$ cat config.mk
export PLATFORM = sky130hd
export DESIGN_NAME = stm32_bus_master
export DESIGN_NICKNAME = d
export VERILOG_FILES = /design/src/rtl/stm32_bus_pkg.sv /design/src/rtl/stm32_bus_fifo.sv /design/src/rtl/stm32_bus_master.sv
export SDC_FILE = /design/constraint.sdc
export NUM_CORES = 1
export LEC_CHECK = 0
export BUFFER_PORTS_ARGS = -buffer_cell sky130_fd_sc_hd__buf_4
export CAP_MARGIN = 15
export CORE_MARGIN = 5
export CORE_UTILIZATION = 49
export CTS_CLUSTER_SIZE = 28
export DETAILED_ROUTE_END_ITERATION = 12
export PLACE_DENSITY = 0.76
export SLEW_MARGIN = 10
export SYNTH_ARGS = -nofsm -noshare
export SYNTH_HDL_FRONTEND = slang
export SYNTH_HIERARCHICAL = 1
export SYNTH_SLANG_ARGS = --single-unit
$ cat constraint.sdc
create_clock -name clk_in -period 5.05 [get_ports clk_in]
set_clock_uncertainty 0.1 [all_clocks]
set_input_delay 0.505 -clock clk_in [delete_from_list [all_inputs] [get_ports clk_in]]
set_output_delay 0.505 -clock clk_in [all_outputs]
set_load 0.02 [all_outputs]
$ cat src/rtl/stm32_bus_pkg.sv
// Shared definitions for the STM32 command-link initiator: command codes, decode helpers
// and the FSM state type.
package stm32_bus_pkg;

  localparam logic [7:0] CMD_BUS_TEST     = 8'd0;
  localparam logic [7:0] CMD_SET_PARAMS   = 8'd1;
  localparam logic [7:0] CMD_GET_STATUS   = 8'd2;
  localparam logic [7:0] CMD_SET_FREQ     = 8'd3;
  localparam logic [7:0] CMD_RX_IQ        = 8'd4;
  localparam logic [7:0] CMD_TX_ON        = 8'd5;
  localparam logic [7:0] CMD_TX_OFF       = 8'd6;
  localparam logic [7:0] CMD_RESERVED     = 8'd7;
  localparam logic [7:0] CMD_GET_PARAMS   = 8'd8;
  localparam logic [7:0] CMD_RESET_TX_ON  = 8'd9;
  localparam logic [7:0] CMD_RESET_TX_OFF = 8'd10;

  typedef enum logic [2:0] {
    StIdle,
    StFill,
    StSync,
    StWrite,
    StRgap,
    StRead,
    StGap
  } state_e;

  // Commands whose payload flows from responder to master.
  function automatic logic is_read(input logic [7:0] code);
    return (code == CMD_GET_STATUS) || (code == CMD_RX_IQ) || (code == CMD_GET_PARAMS);
  endfunction

  // Codes the responder decodes; 0, 7 and anything above 10 are rejected.
  function automatic logic is_legal(input logic [7:0] code);
    return (code >= CMD_SET_PARAMS) && (code <= CMD_RESET_TX_OFF) && (code != CMD_RESERVED);
  endfunction

endpackage

$ cat src/rtl/stm32_bus_fifo.sv
// Synchronous byte FIFO holding write payload ahead of a frame. Combinational head read,
// simultaneous push/pop supported, pushes when full and pops when empty are ignored.
module stm32_bus_fifo #(
  parameter int unsigned Depth = 32
) (
  input  logic                       clk_i,
  input  logic                       rst_i,
  input  logic                       push_i,
  input  logic [7:0]                 wdata_i,
  input  logic                       pop_i,
  output logic [7:0]                 rdata_o,
  output logic [$clog2(Depth):0]     count_o,
  output logic                       full_o,
  output logic                       empty_o
);

  localparam int unsigned AddrW = $clog2(Depth);
  localparam int unsigned CntW  = AddrW + 1;

  logic [7:0]      mem_q [Depth];
  logic [AddrW-1:0] wptr_q, wptr_d;
  logic [AddrW-1:0] rptr_q, rptr_d;
  logic [CntW-1:0]  count_q, count_d;
  logic             do_push, do_pop;

  assign full_o  = (count_q == CntW'(Depth));
  assign empty_o = (count_q == '0);
  assign do_push = push_i && !full_o;
  assign do_pop  = pop_i && !empty_o;
  assign rdata_o = mem_q[rptr_q];
  assign count_o = count_q;

  // Pointer and occupancy next state; pointers wrap naturally at the power-of-2 depth.
  always_comb begin
    wptr_d  = do_push ? wptr_q + AddrW'(1) : wptr_q;
    rptr_d  = do_pop ? rptr_q + AddrW'(1) : rptr_q;
    count_d = count_q + CntW'(do_push) - CntW'(do_pop);
  end

  // Pointer and occupancy registers.
  always_ff @(posedge clk_i or posedge rst_i) begin
    if (rst_i) begin
      wptr_q  <= '0;
      rptr_q  <= '0;
      count_q <= '0;
    end else begin
      wptr_q  <= wptr_d;
      rptr_q  <= rptr_d;
      count_q <= count_d;
    end
  end

  // Storage array; contents need no reset since occupancy gates every read.
  always_ff @(posedge clk_i) begin
    if (do_push) begin
      mem_q[wptr_q] <= wdata_i;
    end
  end

endmodule

$ cat src/rtl/stm32_bus_master.sv
// Initiator end of the 8-bit DATA_BUS/DATA_SYNC command link. One command per request:
// a DATA_SYNC cycle carrying the code, then a fixed-length write or read payload.
module stm32_bus_master
  import stm32_bus_pkg::*;
#(
  parameter int unsigned FIFO_DEPTH = 32
) (
  input  logic       clk_in,
  input  logic       reset_in,
  input  logic       cmd_valid,
  output logic       cmd_ready,
  input  logic [7:0] cmd_code,
  input  logic [5:0] cmd_len,
  output logic       cmd_err,
  input  logic [7:0] wr_data,
  input  logic       wr_valid,
  output logic       wr_ready,
  output logic [7:0] rd_data,
  output logic       rd_valid,
  output logic       rd_last,
  output logic       busy,
  output logic       DATA_SYNC,
  output logic [7:0] DATA_BUS_OUT,
  output logic       DATA_BUS_OE,
  input  logic [7:0] DATA_BUS_IN
);

  localparam int unsigned CntW = $clog2(FIFO_DEPTH) + 1;

  state_e     state_q, state_d;
  logic [7:0] code_q, code_d;
  logic [5:0] len_q, len_d;
  logic [5:0] cnt_q, cnt_d;
  logic       sync_q, sync_d;
  logic       oe_q, oe_d;
  logic [7:0] bus_q, bus_d;
  logic [7:0] rd_data_q, rd_data_d;
  logic       rd_valid_q, rd_valid_d;
  logic       rd_last_q, rd_last_d;
  logic       err_q, err_d;
  logic       ready_q, ready_d;
  logic       run_q;

  logic            fifo_push, fifo_pop, fifo_full, fifo_empty;
  logic [7:0]      fifo_rdata;
  logic [CntW-1:0] fifo_count;
  logic            cmd_is_read, cmd_too_long, cmd_have_bytes, fill_done;

  // run_q keeps wr_ready low while reset is held, like every other output.
  assign wr_ready  = run_q && !fifo_full;
  assign fifo_push = wr_valid && wr_ready;

  assign cmd_is_read    = is_read(cmd_code);
  assign cmd_too_long   = 32'(cmd_len) > FIFO_DEPTH;
  assign cmd_have_bytes = 32'(fifo_count) >= 32'(cmd_len);
  assign fill_done      = 32'(fifo_count) >= 32'(len_q);

  assign cmd_ready    = ready_q;
  assign cmd_err      = err_q;
  assign rd_data      = rd_data_q;
  assign rd_valid     = rd_valid_q;
  assign rd_last      = rd_last_q;
  assign busy         = (state_q != StIdle);
  assign DATA_SYNC    = sync_q;
  assign DATA_BUS_OUT = bus_q;
  assign DATA_BUS_OE  = oe_q;

  stm32_bus_fifo #(
    .Depth (FIFO_DEPTH)
  ) u_fifo (
    .clk_i   (clk_in),
    .rst_i   (reset_in),
    .push_i  (fifo_push),
    .wdata_i (wr_data),
    .pop_i   (fifo_pop),
    .rdata_o (fifo_rdata),
    .count_o (fifo_count),
    .full_o  (fifo_full),
    .empty_o (fifo_empty)
  );

  // Next-state and next bus/strobe values; outputs are registered so each state's bus
  // value is set up on the edge that enters it.
  always_comb begin
    state_d    = state_q;
    code_d     = code_q;
    len_d      = len_q;
    cnt_d      = cnt_q;
    sync_d     = 1'b0;
    oe_d       = 1'b0;
    bus_d      = 8'h00;
    rd_data_d  = rd_data_q;
    rd_valid_d = 1'b0;
    rd_last_d  = 1'b0;
    err_d      = 1'b0;
    fifo_pop   = 1'b0;

    unique case (state_q)
      StIdle: begin
        if (cmd_valid && ready_q) begin
          if (!is_legal(cmd_code) || (!cmd_is_read && cmd_too_long)) begin
            err_d = 1'b1;
          end else begin
            code_d = cmd_code;
            len_d  = cmd_len;
            if (cmd_is_read || cmd_have_bytes) begin
              state_d = StSync;
              sync_d  = 1'b1;
              oe_d    = 1'b1;
              bus_d   = cmd_code;
            end else begin
              state_d = StFill;
            end
          end
        end
      end
      StFill: begin
        if (fill_done) begin
          state_d = StSync;
          sync_d  = 1'b1;
          oe_d    = 1'b1;
          bus_d   = code_q;
        end
      end
      StSync: begin
        cnt_d = '0;
        if (len_q == '0) begin
          state_d = StGap;
        end else if (is_read(code_q)) begin
          state_d = StRgap;
        end else begin
          // First payload byte goes out on E0, straight after the sync cycle.
          state_d  = StWrite;
          fifo_pop = 1'b1;
          oe_d     = 1'b1;
          bus_d    = fifo_rdata;
          cnt_d    = 6'd1;
        end
      end
      StWrite: begin
        if ((cnt_q < len_q) && !fifo_empty) begin
          fifo_pop = 1'b1;
          oe_d     = 1'b1;
          bus_d    = fifo_rdata;
          cnt_d    = cnt_q + 6'd1;
        end else begin
          state_d = StGap;
        end
      end
      StRgap: begin
        // Bus turnaround: responder starts driving during this cycle.
        state_d = StRead;
        cnt_d   = '0;
      end
      StRead: begin
        rd_valid_d = 1'b1;
        rd_data_d  = DATA_BUS_IN;
        cnt_d      = cnt_q + 6'd1;
        if (cnt_q == len_q - 6'd1) begin
          rd_last_d = 1'b1;
          state_d   = StGap;
        end
      end
      StGap: begin
        state_d = StIdle;
      end
      default: begin
        state_d = StIdle;
      end
    endcase

    ready_d = (state_d == StIdle);
  end

  // State, payload counter and registered output flops; reset aborts any frame at once.
  always_ff @(posedge clk_in or posedge reset_in) begin
    if (reset_in) begin
      state_q    <= StIdle;
      code_q     <= '0;
      len_q      <= '0;
      cnt_q      <= '0;
      sync_q     <= 1'b0;
      oe_q       <= 1'b0;
      bus_q      <= '0;
      rd_data_q  <= '0;
      rd_valid_q <= 1'b0;
      rd_last_q  <= 1'b0;
      err_q      <= 1'b0;
      ready_q    <= 1'b0;
      run_q      <= 1'b0;
    end else begin
      state_q    <= state_d;
      code_q     <= code_d;
      len_q      <= len_d;
      cnt_q      <= cnt_d;
      sync_q     <= sync_d;
      oe_q       <= oe_d;
      bus_q      <= bus_d;
      rd_data_q  <= rd_data_d;
      rd_valid_q <= rd_valid_d;
      rd_last_q  <= rd_last_d;
      err_q      <= err_d;
      ready_q    <= ready_d;
      run_q      <= 1'b1;
    end
  end

endmodule

=== Yosys cells after proc, flatten, opt, wreduce, memory -nomap -nowiden ===
Memory sizes are Yosys's and may differ from the RTL's.
Cells that the tools add are included.

* Output and inout bits: 24
* Memory bits (writable): 256
* Bits in registers: 62
* Memories kept: 1
* Bits of input ports: 34
* Logic and storage cells: 111

{| class="wikitable"
|+ Memory list
! name !! depth !! bits a word !! read ports !! clocked after memory_dff !! write ports !! line !! RTL
|-
| u_fifo.mem_q || 32 || 8 || 1 || 0 || 1 || stm32_bus_fifo.sv:20 || <nowiki>logic [7:0] mem_q [Depth];</nowiki>
|}

* Multiplexer cells: 39
* Add/subtract/negate cells: 6
* Bitwise gates (word level): 1
* Reduce and logical (&&, ||, !) cells: 27
* $lt $le $gt $ge: 6
* Eq/ne operators: 15

{| class="wikitable"
|+ Operators with widths
! kind !! count
|-
| 8-bit 2-to-1 mux || 7
|-
| 8-bit case mux with 4 select lines || 1
|-
| 6-bit case mux with 4 select lines || 1
|-
| 3-bit 2-to-1 mux || 7
|-
| 3-bit case mux with 6 select lines || 1
|-
| 1-bit 2-to-1 mux || 17
|-
| 8-bit by 2-bit equality test with 1-bit output (second input constant) || 2
|-
| 8-bit by 3-bit equality test with 1-bit output (second input constant) || 2
|-
| 8-bit by 4-bit equality test with 1-bit output (second input constant) || 2
|-
| 6-bit greater-or-equal comparator || 2
|-
| 6-bit logical NOT || 2
|-
| 5-bit by 1-bit adder with 5-bit output (second input constant) || 2
|-
| 1-bit logical AND || 9
|-
| 8-bit by 1-bit greater-or-equal comparator with 1-bit output (second input constant) || 1
|-
| 8-bit by 4-bit <= comparator with 1-bit output (second input constant) || 1
|-
| 8-bit by 3-bit != test with 1-bit output (second input constant) || 1
|-
| 6-bit by 1-bit adder with 6-bit output || 1
|-
| 6-bit by 1-bit adder with 6-bit output (second input constant) || 1
|-
| 3-bit by 2-bit equality test with 1-bit output (second input constant) || 2
|-
| 3-bit equality test (second input constant) || 2
|-
| 6-bit equality test || 1
|-
| 6-bit equality test (second input constant) || 1
|-
| 6-bit > comparator (second input constant) || 1
|-
| 3-bit logical NOT || 2
|-
| 16 further kinds || 25
|}

=== Depth between registers and ports, before layout ===
Gate-level depths: netlist of the first run.

* Depth in word-level cells: 10
* Gate-level depth with buffers: 19

=== Cells and area by module ===
Netlist of the first run, hierarchy kept.

{| class="wikitable"
|+ Modules (own cells, without submodules)
! module !! instances !! cells each !! seq. area each (um^2) !! area an instance (um^2)
|-
| stm32_bus_fifo || 1 || 552 || 8087.8 || 10845.4
|-
| stm32_bus_master || 1 || 273 || 1151.1 || 2648.8
|}

=== Least setup slack after synthesis of the first run ===
No wires, ideal clock.

* Path kind: register to register
* From: register len_q[4]
* To: register u_fifo.count_q[5], in the netlist u_fifo/count_o[5]
* Path buffers: 2
* Path slack: 1481 ps
* Arrival time: 3344 ps
* Period minus slack after synthesis: 3569 ps
* Stages on the path, launching flop included: 18
* Cell sequence: dfrtp_1 > inv_1 > ha_1 > or2_2 > a211oi_1 > a21oi_1 > o21ai_2 > and2_4 > buf_6 > nor2b_1 > clkbuf_1 > ha_1 > inv_1 > ha_1 > a21o_1 > a21oi_1 > nor4b_1 > a2111oi_0

* Word-level cells in the longest chain between the ends: 6

{| class="wikitable"
|+ Ends and longest elaborated chain
! what !! line !! RTL
|-
| start: declaration || stm32_bus_master.sv:32 || <nowiki>logic [5:0] len_q, len_d;</nowiki>
|-
| start signal: assignment || stm32_bus_master.sv:194 || <nowiki>len_q <= len_d;</nowiki>
|-
| 6-bit < comparator || stm32_bus_master.sv:141 || <nowiki>if ((cnt_q < len_q) && !fifo_empty) begin</nowiki>
|-
| 1-bit logical AND || stm32_bus_master.sv:141 ||
|-
| 1-bit 2-to-1 mux || stm32_bus_master.sv:141 ||
|-
| 1-bit case mux with 2 select lines (*) || stm32_bus_master.sv:98 || <nowiki>unique case (state_q)</nowiki>
|-
| net fifo_pop || stm32_bus_master.sv:44 || <nowiki>logic fifo_push, fifo_pop, fifo_full, fifo_empty;</nowiki>
|-
| 1-bit logical AND (*) || stm32_bus_fifo.sv:29 || <nowiki>assign do_pop = pop_i && !empty_o;</nowiki>
|-
| net u_fifo.do_pop || stm32_bus_fifo.sv:24 || <nowiki>logic do_push, do_pop;</nowiki>
|-
| 6-bit by 1-bit subtractor with 6-bit output (*) || stm32_bus_fifo.sv:37 || <nowiki>count_d = count_q + CntW'(do_push) - CntW'(do_pop);</nowiki>
|-
| net u_fifo.count_d[5] || stm32_bus_fifo.sv:23 || <nowiki>logic [CntW-1:0] count_q, count_d;</nowiki>
|-
| end signal: assignment || stm32_bus_fifo.sv:49 || <nowiki>count_q <= count_d;</nowiki>
|-
| end: declaration || stm32_bus_fifo.sv:23 ||
|}

Mark *: on every way through the listed nets, which the timed path passes. The rest lies on a longest branch.
A chain may end at the register's enable or synchronous reset.

=== Worst setup path in the final report of the first run ===
* From: register len_q[3]
* To: register u_fifo.count_q[5], in the netlist u_fifo/count_o[5]

* Word-level cells in the longest chain between the ends: 6

{| class="wikitable"
|+ Ends and longest elaborated chain
! what !! line
|-
| 6-bit < comparator || stm32_bus_master.sv:141
|-
| 1-bit logical AND || stm32_bus_master.sv:141
|-
| 1-bit 2-to-1 mux || stm32_bus_master.sv:141
|-
| 1-bit case mux with 2 select lines (*) || stm32_bus_master.sv:98
|-
| 1-bit logical AND (*) || stm32_bus_fifo.sv:29
|-
| 6-bit by 1-bit subtractor with 6-bit output (*) || stm32_bus_fifo.sv:37
|-
| net u_fifo.count_d[5] || stm32_bus_fifo.sv:23
|}

Marked as above.

==> results.md, run 1 <==
- Status: finished clean
- Via count: 7341
- Inst Count DP: 1193
- Mean Syn Cell Area: 16.4 um^2
- Die Wd: 176 um
- DRC: 0
- FMAX: 247 MHz
- Worst-Margin Slew: 0.984 ns
- CTS Sinks: 318
- CTS tree: done
- CP endpoint kind: register
- H-tree Lvls: 1
- CP max stage delay: 0.45 ns
- Critical-path cell list: inv_1 > ha_1 > a21oi_1 > nor4b_1 > a21oi_1 > o21ai_2 > and2_4 > nor2b_1 > ha_1 > inv_1 > ha_1 > a21o_1 > a21oi_1 > nor4b_1 > a2111oi_0
- Vias in the first global route: 7359
- Cell count after synthesis: 825
- Setup bufs post-CTS: 0
- TNS Setup: 0 ns
- Final Hold Fails: 0
- Yosys warns: 6
- GRT Overall Usage: 0.175
- Largest net degree at the start of global routing: 47
- Area grow syn2layout: 12.8%
- Synth cell count leaders: edfxtp_1 (256), dfrtp_1 (62), nand2_1 (47)
- Worst vdd ir: 0.340 mV
- Antenna violations before repair: 0
- Top cell type by total area after synthesis: edfxtp_1
- Final nets: 957
- DIE AREA: 31000 um^2
- Synthesized cell area: 13500 um^2
- Worst relative slew slack: 0.343
- Clk_lat worst skew: 0.56 ns
- Critical path's slowest cell: nor2b_1
- Sequential-to-total area share from yosys stat: 0.685
- I/O pins: 58
- Vias per cell: 5.86
- CP required: 5.38 ns
- Core area: 27000 um^2
- CP startpoint kind: register
- Final Max Tran Viols: 0
- Ant. Diodes: 0
- First-pass GRT wire length: 42300 um
- Fillers: 2071
- Post-Layout Cell Count: 1253
- Share of cells above drive strength 1: 0.198
- Clk slew on worst S/H paths: 0.07 ns
- WL per Instance: 21.3 um
- P per Cell Area: 512 nW/um^2
- Root buf cell: clkbuf_16
- Antenna Nets Post-Route: 0
- Total congestion overflow: 0
- Unrepaired setup endpoints after global routing: false
- Clock buffer depth: 3
- Pre-Repair DR Iteration Count: 5
- Utilization after layout: 0.563
- FF+latch count, synth: 318
- Distinct cells, synth: 71
- Total CTS buffers: 31
- Largest fanout on the critical path: 10
- Total Routed Length: 26700 um
- Rows: 60
- Pleak: 5.57 nW
- Number of DRC markers in iteration 0: 777
- Async S/R FF share, synth: 0.195
- Min-Delay Path Class: input port to register
- Syn_nets: 895
- Initial core utilization: 0.499
- Total power: 7.80 mW
- Main area contributors after synthesis: edfxtp_1 (57%), dfrtp_1 (11%), mux4_2 (6.7%), ha_1 (3.2%), mux2i_1 (2.4%)
- GPL Wtd Cong: 0.824
- Tmin final: 4.05 ns
- Port buffer count: 57
- Worst hold slack: 0.0410 ns
- Post-synth EDFFs: 256
- Final setup fails: 0
- Max-Cap Viols: 0
- Count leader, synth: edfxtp_1
- Arr. time, crit path: 4.37 ns
- Die Y: 176 um
- Placed wire-length estimate: 17300 um
- Primary FF master, synth: edfxtp_1
- Synth top area share: 0.570
- Critical path class: register to register
- Crit share post-route: 0.801
-- flip-flops by register name (all words and copies together) (netlist names), 3 cells and up --
register,count
DATA_BUS_OUT,8
cnt_q,6
code_q,8
len_q,6
rd_data,8
state_q,3
u_fifo/count_o,6
u_fifo/mem_q,256
u_fifo/rptr_q,5
u_fifo/wptr_q,5
-- kinds of logic after synthesis --
| logic type | share of synthesized area |
|---|---|
| DFF | 0.685 |
| and+or+nand+nor | 0.0609 |
| AOI/OAI and AO/OA | 0.0668 |
| muxes | 0.111 |
| buffers and inverters | 0.0287 |
| adders and majority gates | 0.0347 |
| xor gates and xnor gates | 0.0130 |
| other | 0.000278 |
-- repair_timing --
| action | 4_1_cts | 5_1_grt |
|---|---|---|
| gates resized for setup | 0 | 0 |
| endpoints found under the hold margin | 16 | 0 |
| hold buffers | 1 | 0 |
-- placed cells by master, fill, tap and decap left out, types with 5 or more instances in the layout --
cell and instances:
o21ai_0 17, mux2_2 6, o221ai_1 8, a22o_1 7, a22oi_1 10, xnor2_1 15, inv_1 33, dfrtp_1 60
buf_4 66, clkbuf_16 31, nor2_1 44, edfxtp_1 256, mux4_2 40, ha_1 35, nand2_1 47, nand3b_1 6
mux4_1 8, nand3_1 9, clkinv_1 11, nor2b_1 11, nor3_1 11, clkinv_2 5, a211oi_1 17, o22ai_1 8
a21oi_1 26, xor2_1 5, a21o_1 5, mux2i_1 32
-- final timing paths --
path | from | end | slack, ns | depth (start not counted)
setup / recovery | len_q[3] | u_fifo/count_o[5] | 1.00 | 15
hold / removal | DATA_BUS_IN[0] | rd_data[0] | 0.04 | 3
setup reg to reg | len_q[3] | u_fifo/count_o[5] | 1.00 | 15
hold reg to reg | rd_data[0] | rd_data[0] | 0.38 | 2
max in group asynchronous | reset_in | DATA_BUS_OUT[5] | 3.59 | 3
min in group asynchronous | reset_in | u_fifo/count_o[1] | 0.49 | 3
-- area by class of cell --
type / instances / area (um^2) / share of cell area
clock buffers: 32 / 779 / 0.0512
well taps: 341 / 427 / 0.0280
multi-input cells: 433 / 3870 / 0.254
repair buffers: 68 / 526 / 0.0345
clock inverters: 26 / 250 / 0.0164
flip-flops and latches: 318 / 9240 / 0.607
inverters: 35 / 131 / 0.00863
-- power by group --
group | leakage [nW] | total (mW) | internal (mW) | switching, mW
Sequential | 3.08 | 3.38 | 3.06 | 0.326
Clock | 0.494 | 2.29 | 1.33 | 0.954
Combinational | 1.99 | 2.13 | 1.01 | 1.13
-- metal layers --
metal	wire length, um	part of all wire	global-route usage
met1	11200	0.42	0.247
met2	13000	0.49	0.287
met3	1830	0.069	0.0285
met4	648	0.024	0.0455
met5	0	0	0
-- worst max-delay path, delay by kind of cell (launching register included) --
kind / cells / cell delay (ns)
AO/OA/AOI/OAI: 6 / 1.24
buffers and inverters: 2 / 0.20
flip-flops: 1 / 0.40
AND/OR/NAND/NOR: 4 / 1.12
adder cells (fa/ha/maj): 3 / 0.84
-- per-stage QoR --
stage	setup WS [ns]	cell area, um^2
2_1_floorplan	1.48	13500
4_1_cts	0.996	15200
6_report	1.00	15200
3_5_place_dp	1.04	14200
5_1_grt	0.518	15200
3_3_place_gp	1.12	14200
Note: power is estimated with default switching activity, not from simulation.
==> run 2, diff against run 1 <==
ABC_AREA = 1   (was default)
clock period = 3.94 ns   (was 5.05 ns; I/O delays follow)
==> run 2 against run 1 <==
- maximum frequency grew 19%
- routed wire length grew 23%
- setup slack lost 0.48 ns
- critical path depth grew 6
- synthesized cell count grew 81%
- clock power grew 31%
- sequential cell count is the same
- die area grew 8.0%
- via count grew 39%
- first-iteration DRC count grew 17%
- hold slack lost 0.017 ns
- critical path type unchanged
- critical endpoint is now u_fifo/count_o[4]
- largest cell class unchanged
- largest power group unchanged
==> results.md, run 2 <==
- Setup bufs post-CTS: 0
- Syn_nets: 1566
- Inst Count DP: 1902
- Post-synth EDFFs: 256
- Top cell type by total area after synthesis: edfxtp_1
- Antenna violations before repair: 0
- CTS tree: done
- Pre-Repair DR Iteration Count: 6
- Multiplexer area fraction after synthesis: 0
- Tmin final: 3.41 ns
- Primary FF master, synth: edfxtp_1
- Max-Cap Viols: 0
- Min-Delay Path Class: input port to register
- Async S/R FF share, synth: 0.195
- Placed wire-length estimate: 21100 um
- Reg with most FFs: u_fifo/mem_q
- Yosys warns: 6
- CP max stage delay: 0.40 ns
- Die Wd: 183 um
- First-pass GRT wire length: 52400 um
- Pleak: 7.28 nW
- Placed inst area: 15400 um^2
- GRT Overall Usage: 0.197
- Final nets: 1628
- Die Y: 183 um
- Clk_lat worst skew: 0.52 ns
- Synth cell count leaders: nand2_1 (490), edfxtp_1 (256), inv_1 (208)
- Distinct cells, synth: 41
- Vias per cell: 5.16
- CP required: 4.24 ns
- Unrepaired setup endpoints after global routing: false
- Arr. time, crit path: 3.71 ns
- Clock buffer depth: 3
- H-tree Lvls: 2
- Root buf cell: clkbuf_16
- Worst setup margin: 0.529 ns
- I/O pins: 58
- GPL Wtd Cong: 0.901
- Synthesized cell area: 14600 um^2
- Crit share post-route: 0.866
- Ant. Diodes: 0
- Most frequent cells in the layout: nand2_1 (490), edfxtp_1 (256), inv_1 (206), nand3_1 (185), nor2_1 (81)
- Status: finished clean
- WL per Instance: 16.7 um
- Fin area: 16500 um^2
- Via count: 10200
- Final setup fails: 0
- FF+latch count, synth: 318
- Synth Area in Compound Gates: 0.0277
- Fillers: 2482
- Clk slew on worst S/H paths: 0.06 ns
- Worst-Margin Slew: 0.948 ns
- FMAX: 293 MHz
- Number of DRC markers in iteration 0: 909
- Antenna Nets Post-Route: 0
- Post-Layout Cell Count: 1974
- Pre-CTS setup slack: 0.599 ns
- Max reg flops: 256
- Core area: 29600 um^2
- Largest fanout on the critical path: 9
- Most used cell, CP: inv_1
- Critical path's slowest cell: dfrtp_1
- Cts repair resizes: 0
- Sequential-to-total area share from yosys stat: 0.631
- Cell count after synthesis: 1496
- Largest net degree at the start of global routing: 81
- Port buffer count: 57
- CP startpoint kind: register
- Synth top area share: 0.525
- Post-Synth XOR/XNOR Area: 0.00897
- Count leader, synth: nand2_1
- Main area contributors after synthesis: edfxtp_1 (52%), nand2_1 (13%), dfrtp_1 (11%), nand3_1 (6.3%), inv_1 (5.3%)
- Critical path class: register to register
- Total congestion overflow: 0
- Initial core utilization: 0.495
- Area grow syn2layout: 12.8%
- Total power: 10.7 mW
- CP endpoint kind: register
- Mean Syn Cell Area: 9.79 um^2
- CTS Sinks: 318
- Synth Area in Simple Gates: 0.226
- Worst relative slew slack: 0.368
- TNS Setup: 0 ns
- Largest family of logic cells by synthesized area: simple AND/OR/NAND/NOR gates
- Hold-fix buffers, CTS: 9
- Post-Synth Adder-Cell Area: 0.0313
- P per Cell Area: 649 nW/um^2
- Share of cells above drive strength 1: 0.0947
- Total CTS buffers: 35
- Worst vdd ir: 0.409 mV
- Critical-path cell list: inv_1 > ha_1 > nand4_1 > inv_1 > nor2_1 > nand2_1 > a21oi_1 > nand3_1 > nand2_2 > nand2_1 > inv_1 > ha_1 > inv_1 > ha_1 > inv_1 > fa_1 > inv_1 > a21oi_1 > nor2_1 > nor2_1 > xor2_1
- DRC: 0
- Rows: 63
- DIE AREA: 33400 um^2
- Final Hold Fails: 0
- Vias in the first global route: 9952
- Total Routed Length: 32900 um
- Final Max Tran Viols: 0
- Commonest non-fill, non-tap cell in the layout: nand2_1
-- run 2: cell type report --
cell class                      instances  area [um^2]  share of cell area
Clock buffer                           45          913              0.0553
Clock inverter                         18          138             0.00833
Inverter                              216          812              0.0491
Multi-Input combinational cell        909         4310               0.261
Sequential cell                       318         9240               0.559
Tap cell                              390          488              0.0295
Timing Repair Buffer                   78          621              0.0376
-- run 2: through the flow --
| stage | hold WS [ns] | util |
|---|---|---|
| after floorplan | 0.208 | - |
| after global placement | 0.351 | 0.520 |
| after detailed placement | 0.358 | 0.520 |
| after CTS | 0.00399 | 0.559 |
| after global routing | 0.0327 | 0.559 |
| final | 0.0236 | 0.559 |
-- run 2: worst max-delay path: cells and delay by family, from the launching register on --
kind | cells | cell delay [ns]
buffers and inverters | 6 | 0.49
AOI/OAI and AO/OA | 2 | 0.22
DFF | 1 | 0.40
xor gates and xnor gates | 1 | 0.13
and+or+nand+nor | 8 | 0.92
adders and majority gates | 4 | 1.02
-- run 2: cell families (layout without fill, tap and decap cells) --
logic type / count (synthesis) / count (layout)
adder cells (fa/ha/maj): 36 / 36
flip-flops: 318 / 318
AND/OR/NAND/NOR: 790 / 790
AO/OA/AOI/OAI: 67 / 67
buffers and inverters: 269 / 357
XOR/XNOR: 15 / 15
other: 1 / 1
-- run 2: metal layers --
layer | track usage | routed length (um)
met1 | 0.255 | 13100
met2 | 0.342 | 16500
met3 | 0.0270 | 2120
met4 | 0.0706 | 1180
met5 | 0 | 0
-- run 2: report_power, final --
part | internal, mW | switching, mW
Sequential | 3.92 | 0.206
Clock | 1.72 | 1.28
Combinational | 1.14 | 2.45
Total | 6.79 | 3.94
-- run 2: worst paths after layout --
check / startpoint / to / slack [ns] / depth (start not counted)
worst min register to register: code_q[6] / code_q[6] / 0.37 / 2
worst min-delay path: cmd_len[0] / len_q[0] / 0.02 / 3
worst max register to register: u_fifo/count_o[2] / u_fifo/count_o[4] / 0.53 / 21
min in group asynchronous: reset_in / u_fifo/count_o[1] / 0.47 / 3
max in group asynchronous: reset_in / cmd_err / 2.58 / 3
worst max-delay path: u_fifo/count_o[2] / u_fifo/count_o[4] / 0.53 / 21
==> run 3, diff against run 2 <==
CORE_UTILIZATION = 56   (was 49)
PLACE_DENSITY = 0.81   (was 0.76)
SLEW_MARGIN = 20   (was 10)
==> run 3 against run 2 <==
- maximum frequency decreased by 2.3%
- via count is 3.1% higher
- cell area down 0.86%
- largest cell class unchanged
- clock-buffer cell count unchanged
- critical path type unchanged
- highest routed layer unchanged
- sequential cell count unchanged
- sequential power is essentially flat
- cell count decreased by 3.1%
- clock power fell by 5%
- hold slack worse by 0.019 ns
==> results.md, run 3 (synthesis gave the netlist of run 2 again) <==
- Pleak: 7.25 nW
- Crit share post-route: 0.886
- Ant. Diodes: 0
- Total Routed Length: 33200 um
- Final nets: 1625
- Largest net degree at the start of global routing: 73
- Vias per cell: 5.49
- Cts repair resizes: 0
- CTS tree: done
- Die Wd: 172 um
- Final Max Tran Viols: 0
- CP required: 4.24 ns
- Via count: 10500
- Initial core utilization: 0.565
- Area grow syn2layout: 11.9%
- Reg with most FFs: u_fifo/mem_q
- DRC: 0
- Most frequent cells in the layout: nand2_1 (490), edfxtp_1 (256), inv_1 (206), nand3_1 (185), nor2_1 (81)
- TNS Setup: 0 ns
- CTS Sinks: 318
- FMAX: 286 MHz
- H-tree Lvls: 2
- Fillers: 1968
- Pre-Repair DR Iteration Count: 7
- Arr. time, crit path: 3.79 ns
- DIE AREA: 29500 um^2
- GPL Wtd Cong: 0.907
- Placed inst area: 15300 um^2
- Core area: 25900 um^2
- Worst hold slack: 0.00445 ns
- Vias in the first global route: 10100
- Rows: 59
- Setup bufs post-CTS: 0
- Utilization after layout: 0.632
- Die Y: 172 um
- Post-Layout Cell Count: 1912
- WL per Instance: 17.4 um
- Placed wire-length estimate: 21000 um
- P per Cell Area: 649 nW/um^2
- Number of DRC markers in iteration 0: 1167
- Inst Count DP: 1846
- First-pass GRT wire length: 51900 um
- Clk slew on worst S/H paths: 0.06 ns
- Final setup fails: 0
- Pre-CTS setup slack: 0.540 ns
- Worst relative slew slack: 0.357
- Worst-Margin Slew: 0.964 ns
- I/O pins: 58
- Status: finished clean
- Critical path class: register to register
- CP startpoint kind: register
- Root buf cell: clkbuf_16
- Antenna violations before repair: 0
- Unrepaired setup endpoints after global routing: false
- Antenna Nets Post-Route: 0
- Share of cells above drive strength 1: 0.0900
- Tmin final: 3.49 ns
- Final Hold Fails: 0
- Clock buffer depth: 3
- Total congestion overflow: 0
- Commonest non-fill, non-tap cell in the layout: nand2_1
- GRT Overall Usage: 0.225
- R2r setup slk: 0.45 ns
- Worst vdd ir: 0.462 mV
- Total CTS buffers: 34
- Max-Cap Viols: 0
- Max reg flops: 256
- Min-Delay Path Class: input port to register
- Total power: 10.6 mW
- Largest fanout on the critical path: 9
- Worst setup margin: 0.448 ns
- CP endpoint kind: register
- Port buffer count: 57
- Clk_lat worst skew: 0.52 ns
- Fin area: 16400 um^2
==> run 3: worst max-delay path, stage by stage (launching register included) <==
cell and delay (ns):
dfrtp_1 0.42, inv_1 0.09, ha_1 0.21, nand4_1 0.13, inv_1 0.07, nor2_1 0.09
nand2_1 0.06, a21oi_1 0.16, nand3_1 0.16, nand2_2 0.22, nand2_1 0.13, inv_1 0.14
ha_1 0.24, inv_1 0.05, ha_1 0.17, inv_1 0.06, fa_1 0.39, inv_1 0.09
a21oi_1 0.07, nor2_1 0.12, nor2_1 0.07, xor2_1 0.14
==> run 3: final cells by class <==
cell class                      count  area [um^2]  area share
Sequential cell                   318         9240       0.564
Multi-Input combinational cell    909         4310       0.263
Clock buffer                       45          902      0.0551
Inverter                          216          812      0.0496
Timing Repair Buffer               76          616      0.0376
Tap cell                          335          419      0.0256
Clock inverter                     13         81.3     0.00496
==> run 3: timing repair <==
item | 4_1_cts | 5_1_grt
endpoints found under the hold margin | 23 | 0
hold buffers | 8 | 0
setup endpoints to repair | 0 | 0
==> run 3: per-layer routing <==
| layer | GRT usage | up-vias | wire length, um |
|---|---|---|---|
| li1 | - | 4964 | - |
| met1 | 0.288 | 5034 | 12900 |
| met2 | 0.394 | 433 | 17100 |
| met3 | 0.0324 | 75 | 2220 |
| met4 | 0.0796 | 0 | 1060 |
| met5 | 0 | - | 0 |
==> run 3: worst paths after layout <==
path / cells after the start / endpoint / start
max: 21 / u_fifo/count_o[4] / u_fifo/count_o[2]
min: 3 / rd_data[3] / DATA_BUS_IN[3]
max reg2reg: 21 / u_fifo/count_o[4] / u_fifo/count_o[2]
min reg2reg: 2 / code_q[6] / code_q[6]
max in group asynchronous: 3 / code_q[0] / reset_in
min in group asynchronous: 3 / u_fifo/count_o[1] / reset_in
==> run 3: power by group <==
group / internal [mW] / total, mW / switching, mW
combinational: 1.15 / 3.69 / 2.54
sequential: 3.92 / 4.10 / 0.182
clock: 1.62 / 2.84 / 1.23
